--- config.mk ---
export PLATFORM = sky130hd
export DESIGN_NAME = grp_fade_ctrl
export DESIGN_NICKNAME = d
export VERILOG_FILES = /design/src/rtl/grp_fade_ctrl.sv
export SDC_FILE = /design/constraint.sdc
export NUM_CORES = 1
export LEC_CHECK = 0
export ABC_AREA = 0
export BUFFER_PORTS_ARGS = -buffer_cell sky130_fd_sc_hd__buf_2
export CORE_MARGIN = 5
export CORE_UTILIZATION = 61
export DETAILED_ROUTE_END_ITERATION = 10
export PLACE_DENSITY = 0.8
export SYNTH_ARGS = -nofsm -noshare
export SYNTH_HDL_FRONTEND = slang
export SYNTH_SLANG_ARGS = --single-unit
--- constraint.sdc ---
create_clock -name clk_6p25K -period 4.22 [get_ports clk_6p25K]
set_input_delay 0.211 -clock clk_6p25K [delete_from_list [all_inputs] [get_ports clk_6p25K]]
set_output_delay 0.211 -clock clk_6p25K [all_outputs]
set_load 0.05 [all_outputs]
--- src/rtl/grp_fade_ctrl.sv ---
// grp_fade_ctrl
//   Ramps the group PWM duty (grp_pwm_reg) from its current value toward a
//   requested target, one STEP_SIZE step every R+1 clocks, so host writes
//   fade rather than jump. Blink mode applies the target immediately.
//   Runs entirely in the 6.25 kHz domain.
//
// Ports
//   clk_6p25K    in   6.25 kHz clock, all state changes on rising edge
//   reset_n      in   async active-low reset
//   sleep        in   freeze everything; start/abort ignored
//   start        in   begin or retarget a fade (one cycle)
//   abort        in   stop a running fade, hold duty (wins over start)
//   target_duty  in   [7:0] final duty, sampled on accepted start
//   fade_rate    in   [7:0] clocks per step minus one, sampled on accepted start
//   dim_blink    in   0 = ramp, 1 = apply immediately
//   grp_pwm_reg  out  [7:0] duty driven to group_pwm
//   busy         out  high while ramping
//   done         out  one-cycle pulse when the target is reached
module grp_fade_ctrl #(
  parameter int         STEP_SIZE  = 1,
  parameter logic [7:0] RESET_DUTY = 8'h00
) (
  input  logic       clk_6p25K,
  input  logic       reset_n,
  input  logic       sleep,
  input  logic       start,
  input  logic       abort,
  input  logic [7:0] target_duty,
  input  logic [7:0] fade_rate,
  input  logic       dim_blink,
  output logic [7:0] grp_pwm_reg,
  output logic       busy,
  output logic       done
);

  typedef enum logic [1:0] {S_IDLE, S_RAMP, S_DONE} state_t;

  state_t     r_state;
  logic [7:0] r_duty;
  logic [7:0] r_tgt;
  logic [7:0] r_rate;
  logic [7:0] r_cnt;
  logic       r_busy;
  logic       r_done;

  // 9-bit step arithmetic so a step can never wrap past 00/FF; any step
  // that would overshoot the target lands exactly on it.
  logic [8:0] w_step, w_cur, w_tgt, w_up, w_dn, w_dn_lim;
  logic [7:0] w_next;

  assign w_step   = 9'(STEP_SIZE);
  assign w_cur    = {1'b0, r_duty};
  assign w_tgt    = {1'b0, r_tgt};
  assign w_up     = w_cur + w_step;
  assign w_dn     = w_cur - w_step;
  assign w_dn_lim = w_tgt + w_step;

  always_comb begin
    w_next = r_tgt;
    if (r_tgt > r_duty) begin
      if (w_up < w_tgt) w_next = w_up[7:0];
    end else begin
      if (w_cur > w_dn_lim) w_next = w_dn[7:0];
    end
  end

  // start is accepted in IDLE or RAMP; in DONE it is dropped.
  logic w_accept;
  assign w_accept = start && !abort && (r_state != S_DONE);

  always_ff @(posedge clk_6p25K or negedge reset_n) begin
    if (!reset_n) begin
      r_state <= S_IDLE;
      r_duty  <= RESET_DUTY;
      r_tgt   <= RESET_DUTY;
      r_rate  <= 8'h00;
      r_cnt   <= 8'h00;
      r_busy  <= 1'b0;
      r_done  <= 1'b0;
    end else if (!sleep) begin
      r_done <= 1'b0;
      if (abort && r_state == S_RAMP) begin
        r_state <= S_IDLE;
        r_busy  <= 1'b0;
      end else if (w_accept) begin
        r_tgt  <= target_duty;
        r_rate <= fade_rate;
        if (dim_blink || target_duty == r_duty) begin
          r_duty  <= target_duty;
          r_state <= S_DONE;
          r_busy  <= 1'b0;
          r_done  <= 1'b1;
        end else begin
          // accepting edge never moves the duty, even on retarget
          r_cnt   <= fade_rate;
          r_state <= S_RAMP;
          r_busy  <= 1'b1;
        end
      end else begin
        case (r_state)
          S_RAMP: begin
            if (r_cnt != 8'h00) begin
              r_cnt <= r_cnt - 8'h01;
            end else begin
              r_duty <= w_next;
              r_cnt  <= r_rate;
              if (w_next == r_tgt) begin
                r_state <= S_DONE;
                r_busy  <= 1'b0;
                r_done  <= 1'b1;
              end
            end
          end
          S_DONE:  r_state <= S_IDLE;
          default: r_state <= S_IDLE;
        endcase
      end
    end
  end

  assign grp_pwm_reg = r_duty;
  assign busy        = r_busy;
  assign done        = r_done;

endmodule

==> metrics.txt, run 1 <==
Worst R2R Start grp_pwm_reg[1]$_DFFE_PN0P_; Post-Syn Area 3379 um2; crit path launch type flop; YS warnings 0; detail-routed net length per standard cell 17.66 um; Net Sw Frac 52.96%; Clock Skews 0.008620 ns; Syn Area/Cell 8.203 um2; Via density 6.305; CTS Buf Count 5; Fmax 258.3 MHz; total global-route track usage 26.52%; setup_tns 0 ns; # diodes 0; die area 7128 um2; Setup Buffers After CTS 0; critical path type flop to flop; Main synth FF type dfrtp_1; largest net degree at the start of global routing 37; Worst Hold Class input pin to async pin; global-route wire length before repair 15.63 mm; Pwr Density 823.9 nW/um2; Post-synth ARST share 100.0%; Worst-Skew Late Latency 0.29 ns; top cells by count, synth 46 x nand2_1, 36 x dfrtp_1, 35 x nor2_1; post-DP HPWL 6.906 mm; cell with the most instances after synthesis nand2_1; Initial DRC Count 297; Longest Clk Path Bufs 2; status complete, no violations; Leakage Power 1.621 nW; part of the power in combinational logic 69.6%; Synth Net Count 463; worst IR drop on VDD 0.5349 mV; most area-hungry cell type in the Yosys netlist dfrtp_1; htree depth 2; Seq pwr share 22.2%; RSZ-0062 raised after global routing no; Psw 1.606 mW; routability congestion estimate 1.030; Sink Count 36; relative slew slack 33.89%; maxcap violations 0; Worst Path Arrival 4.06 ns; # nets final 489; root buf cell clkbuf_8; Final Hold Viols 0; cells after synthesis 412; critical path required time 4.41 ns; initial antenna violation count 0; grt ovf 0; DP Worst Slack 0.3143 ns; Buffers on Ports 31; I/O pin total 32; Setup-failing EPs final 0; via count 3222; launch point of the critical path grp_pwm_reg[1]$_DFFE_PN0P_; Max Slew Vio Count 0; final antenna-violating net count 0; vias in the first global route 3168; Clock power frac 8.2%; final critical-path share of the clock period 91.74%; register area share after synthesis 26.66%; Yosys cell types 58; Initial Util 62.13%; Post-synth EDFFs 0; Final Critical Period 3.871 ns; register clock-pin slew on the reported worst setup and hold paths 0.08 ns; Pre-Repair DR Iteration Count 5; crit-path max FO 9; Post-Route WL 9.022 mm; largest cells by area after synthesis dfrtp_1 27%, ha_1 11%, xnor2_1 6.7%; Die Width 84.43 um; internal power 1.426 mW; Seq cells post-synth 36; Layout fillers 481; fin area 3680 um2; Synth top area share 26.66%; Core Box Area 5439 um2; num rows 27; Cell Area, Placed 3590 um2; layout cell share with drive strength beyond 1 14.81%; die height 84.43 um; clock tree from TritonCTS yes; Residual DRC 0; Slew @ Worst Pin 0.9850 ns; Worst Setup End Kind flop; area delta synth->final 8.886%; Final WS setup 0.3486 ns
cells in the final DEF (no fill, tap or decap), drive strengths merged, types with 6 or more instances in the layout:
cell type	synthesis	final
inv	25	25
a211oi	6	6
a21oi	20	20
a31oi	8	8
o21ai	25	25
dfrtp	36	36
nor3	8	8
mux2	11	11
nor2b	6	6
nand3	12	12
buf	7	39
xnor2	26	26
nor2	35	35
o211ai	11	11
a21o	6	6
xor2	12	12
nand2	46	46
ha	29	29
worst paths after layout:
check                                              to  slack, ns  cells after the start
min                              r_tgt[6]$_DFFE_PN0P_      0.004                      1
min reg2reg                     r_rate[5]$_DFFE_PN0P_       0.51                      1
max reg2reg                grp_pwm_reg[4]$_DFFE_PN0P_       0.35                     12
min in group clk_6p25K          r_rate[6]$_DFFE_PN0P_       0.16                      2
max in group asynchronous        r_tgt[0]$_DFFE_PN0P_       3.69                      1
max                        grp_pwm_reg[4]$_DFFE_PN0P_       0.35                     12
worst max-delay path, cell delays in order (launching register included):
cell,delay [ns]
dfrtp_1,0.55
ha_1,0.31
nand3_1,0.28
nor2_1,0.22
xnor2_1,0.18
ha_1,0.29
a211oi_1,0.21
nand2_1,0.07
o22ai_1,0.36
nor2b_2,0.45
a21oi_1,0.20
a211o_1,0.35
o31ai_1,0.28
repair_timing:
item,CTS,global route
setup endpoints to repair,0,2
gates resized for setup,0,1
hold buffers,0,0
layer usage:
layer | share of wire, % | vias to the layer above | GRT usage [%]
li1 | - | 1543 | -
met1 | 45 | 1511 | 38.62
met2 | 45 | 149 | 40.39
met3 | 8.1 | 19 | 5.594
met5 | 0 | - | 0
met4 | 1.9 | 0 | 6.331
power groups by stage:
stage / registers (mW) / clock network (mW) / logic, mW
6_report: 0.674 / 0.248 / 2.11
5_1_grt: 0.696 / 0.270 / 2.34
4_1_cts: 0.669 / 0.253 / 2.08
3_5_place_dp: 0.676 / 0 / 2.06
3_3_place_gp: 0.668 / 0 / 2.03
2_1_floorplan: 0.733 / 0 / 1.53
cells by family after synthesis:
kind of cell | share of synthesized area [%]
xor gates and xnor gates | 9.848
buffers and inverters | 5.961
DFF | 26.66
adders and majority gates | 11.03
muxes | 4.850
AOI/OAI and AO/OA | 22.40
and+or+nand+nor | 19.25
layout make-up:
| type | count | area (um2) | share of cell area [%] |
|---|---|---|---|
| clock buffers | 5 | 68.82 | 1.870 |
| clock inverters | 3 | 18.77 | 0.5100 |
| inverters | 27 | 101.3 | 2.754 |
| multi-input cells | 329 | 2285 | 62.09 |
| flip-flops and latches | 36 | 900.9 | 24.48 |
| well taps | 72 | 90.09 | 2.448 |
| repair buffers | 39 | 215.2 | 5.848 |
per-stage QoR:
| step | total power, mW | utilization (%) | hold WS, ns | std cells |
|---|---|---|---|---|
| global route | 3.309 | 67.66 | 0.08518 | 511 |
| finish | 3.032 | 67.66 | 0.003953 | 511 |
| CTS | 3.001 | 67.61 | 0.02818 | 511 |
| global placement | 2.699 | 66.00 | 0.3530 | 503 |
| detailed placement | 2.740 | 66.00 | 0.3413 | 503 |
| floorplan | 2.266 | - | -0.08459 | 412 |
(Power assumes the default switching activity.)
==> run 2, diff against run 1 <==
--- a/config.mk
+++ b/config.mk
@@ -10,7 +10,7 @@
 export CORE_MARGIN = 5
 export CORE_UTILIZATION = 61
 export DETAILED_ROUTE_END_ITERATION = 10
-export PLACE_DENSITY = 0.8
+export PLACE_DENSITY = 0.82
 export SYNTH_ARGS = -nofsm -noshare
 export SYNTH_HDL_FRONTEND = slang
 export SYNTH_SLANG_ARGS = --single-unit
==> metrics.txt, run 2 (synthesized netlist as in run 1, its figures left out) <==
I/O pin total 32; # nets final 488; Via density 6.492; Pwr Density 834.7 nW/um2; Reg2Reg Capture Point grp_pwm_reg[4]$_DFFE_PN0P_; post-DP HPWL 6.912 mm; PnR Total Power 3.070 mW; Layout fillers 479; failing checks hold timing; num rows 27; final critical-path share of the clock period 94.32%; total global-route track usage 26.94%; # diodes 0; Critical Path Max Stage Delay 0.57 ns; crit path launch type flop; most frequent CP cell ha_1; Worst Path Arrival 4.19 ns; Worst Hold Class input pin to async pin; cts repair resizes 0; status finished with violations; Clock Skews 0.01056 ns; grt ovf 0; Sink Count 36; clock tree from TritonCTS yes; Slew @ Worst Pin 0.9691 ns; critical path required time 4.43 ns; Longest Clk Path Bufs 2; detail-routed net length per standard cell 18.25 um; Slowest-stage cell, CP dfrtp_1; Core Box Area 5439 um2; Worst Setup End Kind flop; Worst-Skew Late Latency 0.30 ns; Post-Route WL 9.309 mm; FF-to-FF path depth 12; register area 900.9 um2; R2R setup slack 0.24 ns; Final WS setup 0.2397 ns; setup_tns 0 ns; maxcap violations 0; Residual DRC 0; area of the multi-input gates 2282 um2; layout cell share with drive strength beyond 1 14.38%; Pre-Repair DR Iteration Count 6; Leakage Power 1.618 nW; routability congestion estimate 0.9642; relative slew slack 34.96%; fin util 67.63%; register clock-pin slew on the reported worst setup and hold paths 0.09 ns; Setup Buffers After CTS 0; vias in the first global route 3123; area delta synth->final 8.849%; final antenna-violating net count 0; Initial DRC Count 398; DP Worst Slack 0.4045 ns; Max Slew Vio Count 0; Worst path top cell family by delay compound AO/OA/AOI/OAI gates; Buffers on Ports 31; initial antenna violation count 0; critical path type flop to flop; htree depth 2; Hold WS -0.006109 ns; CTS Buf Count 5; die area 7128 um2; root buf cell clkbuf_8; Initial Util 62.13%; crit path cell chain ha_1 -> nand3_1 -> nor2_1 -> xnor2_1 -> ha_1 -> a211oi_1 -> nand2_1 -> o22ai_1 -> nor2b_1 -> a21oi_1 -> a211o_1 -> o31ai_1; worst IR drop on VDD 0.6118 mV; largest net degree at the start of global routing 37; Final Critical Period 3.980 ns; via count 3311; commonest non-fill, non-tap cell in the layout nand2_1; Setup-failing EPs final 0; Final Hold Viols 3; die height 84.43 um; Fmax 251.2 MHz; Worst R2R Start grp_pwm_reg[1]$_DFFE_PN0P_; RSZ-0062 raised after global routing no; global-route wire length before repair 15.61 mm; crit-path max FO 9; Die Width 84.43 um; CP bufs+invs 0; # hold bufs at CTS 0; commonest non-fill, non-tap cells in the layout 46 x nand2_1, 36 x dfrtp_1, 35 x nor2_1
-- run 2: changes by cell type in the layout (fill, tap and decap cells not counted), sizes merged --
cell / change
inv: +1
clkinv: -2
clkbuf: +1
buf: -1
-- run 2: routing by layer --
layer | vias to the layer above | global-route usage (%) | part of all wire (%)
li1 | 1547 | - | -
met1 | 1572 | 39.00 | 45
met2 | 166 | 42.25 | 46
met3 | 26 | 4.318 | 7.4
met4 | 0 | 6.475 | 1.7
met5 | - | 0 | 0
-- run 2: cell type report --
cell class                      instances  share of cell area [%]
Clock buffer                            6                   2.245
Sequential cell                        36                   24.49
Timing Repair Buffer                   38                   5.646
Inverter                               27                   2.755
Tap cell                               72                   2.449
Multi-Input combinational cell        329                   62.04
Clock inverter                          2                  0.3741
-- run 2: worst max path at each step --
stage,from,endpoint,slack [ns],depth (start not counted)
finish,grp_pwm_reg[1]$_DFFE_PN0P_,grp_pwm_reg[4]$_DFFE_PN0P_,0.24,12
global route,grp_pwm_reg[1]$_DFFE_PN0P_,grp_pwm_reg[4]$_DFFE_PN0P_,0.01,12
CTS,grp_pwm_reg[1]$_DFFE_PN0P_,grp_pwm_reg[4]$_DFFE_PN0P_,0.39,12
detailed placement,grp_pwm_reg[1]$_DFFE_PN0P_,grp_pwm_reg[4]$_DFFE_PN0P_,0.40,12
global placement,grp_pwm_reg[1]$_DFFE_PN0P_,grp_pwm_reg[4]$_DFFE_PN0P_,0.40,12
floorplan,grp_pwm_reg[1]$_DFFE_PN0P_,grp_pwm_reg[4]$_DFFE_PN0P_,0.80,13
-- run 2: per-stage QoR --
step / cell area (um2) / std cells
4_1_cts: 3679 / 510
2_1_floorplan: 3379 / 412
3_5_place_dp: 3582 / 502
5_1_grt: 3679 / 510
3_3_place_gp: 3582 / 502
6_report: 3679 / 510
-- run 2: power breakdown --
part	total, mW	switching, mW	leakage, nW	internal, mW
sequential	0.687	0.221	0.441	0.466
clock	0.273	0.140	0.0516	0.134
combinational	2.11	1.27	1.13	0.838
total	3.07	1.63	1.62	1.44
==> run 3, diff against run 2 <==
--- a/config.mk
+++ b/config.mk
@@ -7,6 +7,7 @@
 export LEC_CHECK = 0
 export ABC_AREA = 0
 export BUFFER_PORTS_ARGS = -buffer_cell sky130_fd_sc_hd__buf_2
+export CORE_ASPECT_RATIO = 0.9
 export CORE_MARGIN = 5
 export CORE_UTILIZATION = 61
 export DETAILED_ROUTE_END_ITERATION = 10
==> metrics.txt, run 3 (synthesized netlist as in run 1, its figures left out) <==
crit path launch type flop; Non-Filler Instances 504; vias in the first global route 3057; Worst R2R Start grp_pwm_reg[1]$_DFFE_PN0P_; detail-routed net length per standard cell 18.35 um; # nets final 487; Via density 6.423; Cell Area, Placed 3568 um2; htree depth 2; final antenna-violating net count 0; launch point of the critical path grp_pwm_reg[1]$_DFFE_PN0P_; cts repair resizes 0; worst IR drop on VDD 0.4345 mV; Worst path top cell family by delay compound AO/OA/AOI/OAI gates; Worst Path Arrival 4.04 ns; clock tree from TritonCTS yes; Final Critical Period 3.833 ns; final critical-path share of the clock period 90.84%; Residual DRC 0; total global-route track usage 27.54%; root buf cell clkbuf_8; fin area 3676 um2; dpl cells 496; die area 7131 um2; Initial Util 63.55%; largest net degree at the start of global routing 37; Setup Buffers After CTS 0; R2R setup slack 0.39 ns; post-DP HPWL 6.972 mm; Reg2Reg Capture Point grp_pwm_reg[4]$_DFFE_PN0P_; critical path type flop to flop; area delta synth->final 8.775%; Buffers on Ports 31; FF-to-FF path depth 12; # hold bufs at CTS 0; relative slew slack 31.78%; Post-Route WL 9.246 mm; RSZ-0062 raised after global routing no; setup_tns 0 ns; maxcap violations 0; Sink Count 36; Pre-Repair DR Iteration Count 5; Final Hold Viols 0; Fmax 260.9 MHz; I/O pin total 32; Worst Hold Class input pin to async pin; commonest non-fill, non-tap cell in the layout nand2_1; Core Box Area 5318 um2; Leakage Power 1.616 nW; Critical Path Max Stage Delay 0.56 ns; Worst-Skew Late Latency 0.30 ns; met3 routed WL 900 um; routability congestion estimate 0.9729; Slowest-stage cell, CP dfrtp_1; WP depth 12; layout cell share with drive strength beyond 1 13.96%; Max Slew Vio Count 0; register clock-pin slew on the reported worst setup and hold paths 0.08 ns; M1 wire length 4.270 mm; Worst Setup End Kind flop; # diodes 0; PnR Total Power 3.089 mW; Initial DRC Count 378; CP bufs+invs 0; die height 80.61 um; initial antenna violation count 0; crit-path max FO 9; Max Used Layer met4; Clock Skews 0.008889 ns; critical path required time 4.43 ns; DR WL met2 3.926 mm; CTS Buf Count 5; crit path cell chain ha_1 -> nand3_1 -> nor2_1 -> xnor2_1 -> ha_1 -> a211oi_1 -> nand2_1 -> o22ai_1 -> nor2b_1 -> a21oi_1 -> a211o_1 -> o31ai_1; global-route wire length before repair 15.17 mm; via count 3237; Slew @ Worst Pin 1.017 ns; num rows 25; Pwr Density 840.3 nW/um2; grt ovf 0; Die Width 88.46 um; most frequent CP cell ha_1; Longest Clk Path Bufs 2; Setup-failing EPs final 0; commonest non-fill, non-tap cells in the layout 46 x nand2_1, 36 x dfrtp_1, 35 x nor2_1; status complete, no violations; CP endpoint grp_pwm_reg[4]$_DFFE_PN0P_
## run 3: cell types whose count changed in the layout (fill, tap and decap cells not counted)
cell	before	now
clkbuf_8	6	5
buf_4	7	6
bufinv_16	0	1
inv_6	1	0
clkbuf_1	0	1
## run 3: per-layer routing
metal / global-route usage [%] / vias up
met2: 38.71 / 157
met4: 9.215 / 0
li1: - / 1543
met1: 40.31 / 1522
met3: 7.487 / 15
met5: 0 / -
## run 3: report_power, final
group,internal (mW),switching [mW],total [mW]
registers,0.466,0.236,0.702
logic,0.832,1.24,2.07
clock network,0.176,0.137,0.312
## run 3: layout make-up
type                       count  area [um2]
inverter                      27       101.3
timing repair buffer          37       200.2
multi-input combinational    329        2282
fill                         449        1642
tap                           67       83.83
clock inverter                 2       35.03
sequential                    36       900.9
clock buffer                   6       72.57
## run 3: per-stage QoR
step | hold WS (ns) | utilization [%] | setup slack, ns
CTS | 0.03786 | 69.13 | 0.4886
floorplan | -0.08459 | - | 0.8043
global placement | 0.3538 | 67.11 | 0.7176
finish | 0.007567 | 69.13 | 0.3867
detailed placement | 0.3561 | 67.11 | 0.5148
global route | 0.06642 | 69.13 | 0.06034
## run 3: how the worst min path moves through the flow
stage	from	end	slack, ns	cells after the start
floorplan	reset_n	busy$_DFFE_PN0P_	-0.08	0
global placement	reset_n	grp_pwm_reg[6]$_DFFE_PN0P_	0.35	1
detailed placement	reset_n	grp_pwm_reg[6]$_DFFE_PN0P_	0.36	1
CTS	reset_n	grp_pwm_reg[6]$_DFFE_PN0P_	0.04	1
global route	reset_n	grp_pwm_reg[5]$_DFFE_PN0P_	0.07	1
finish	reset_n	grp_pwm_reg[6]$_DFFE_PN0P_	0.008	1
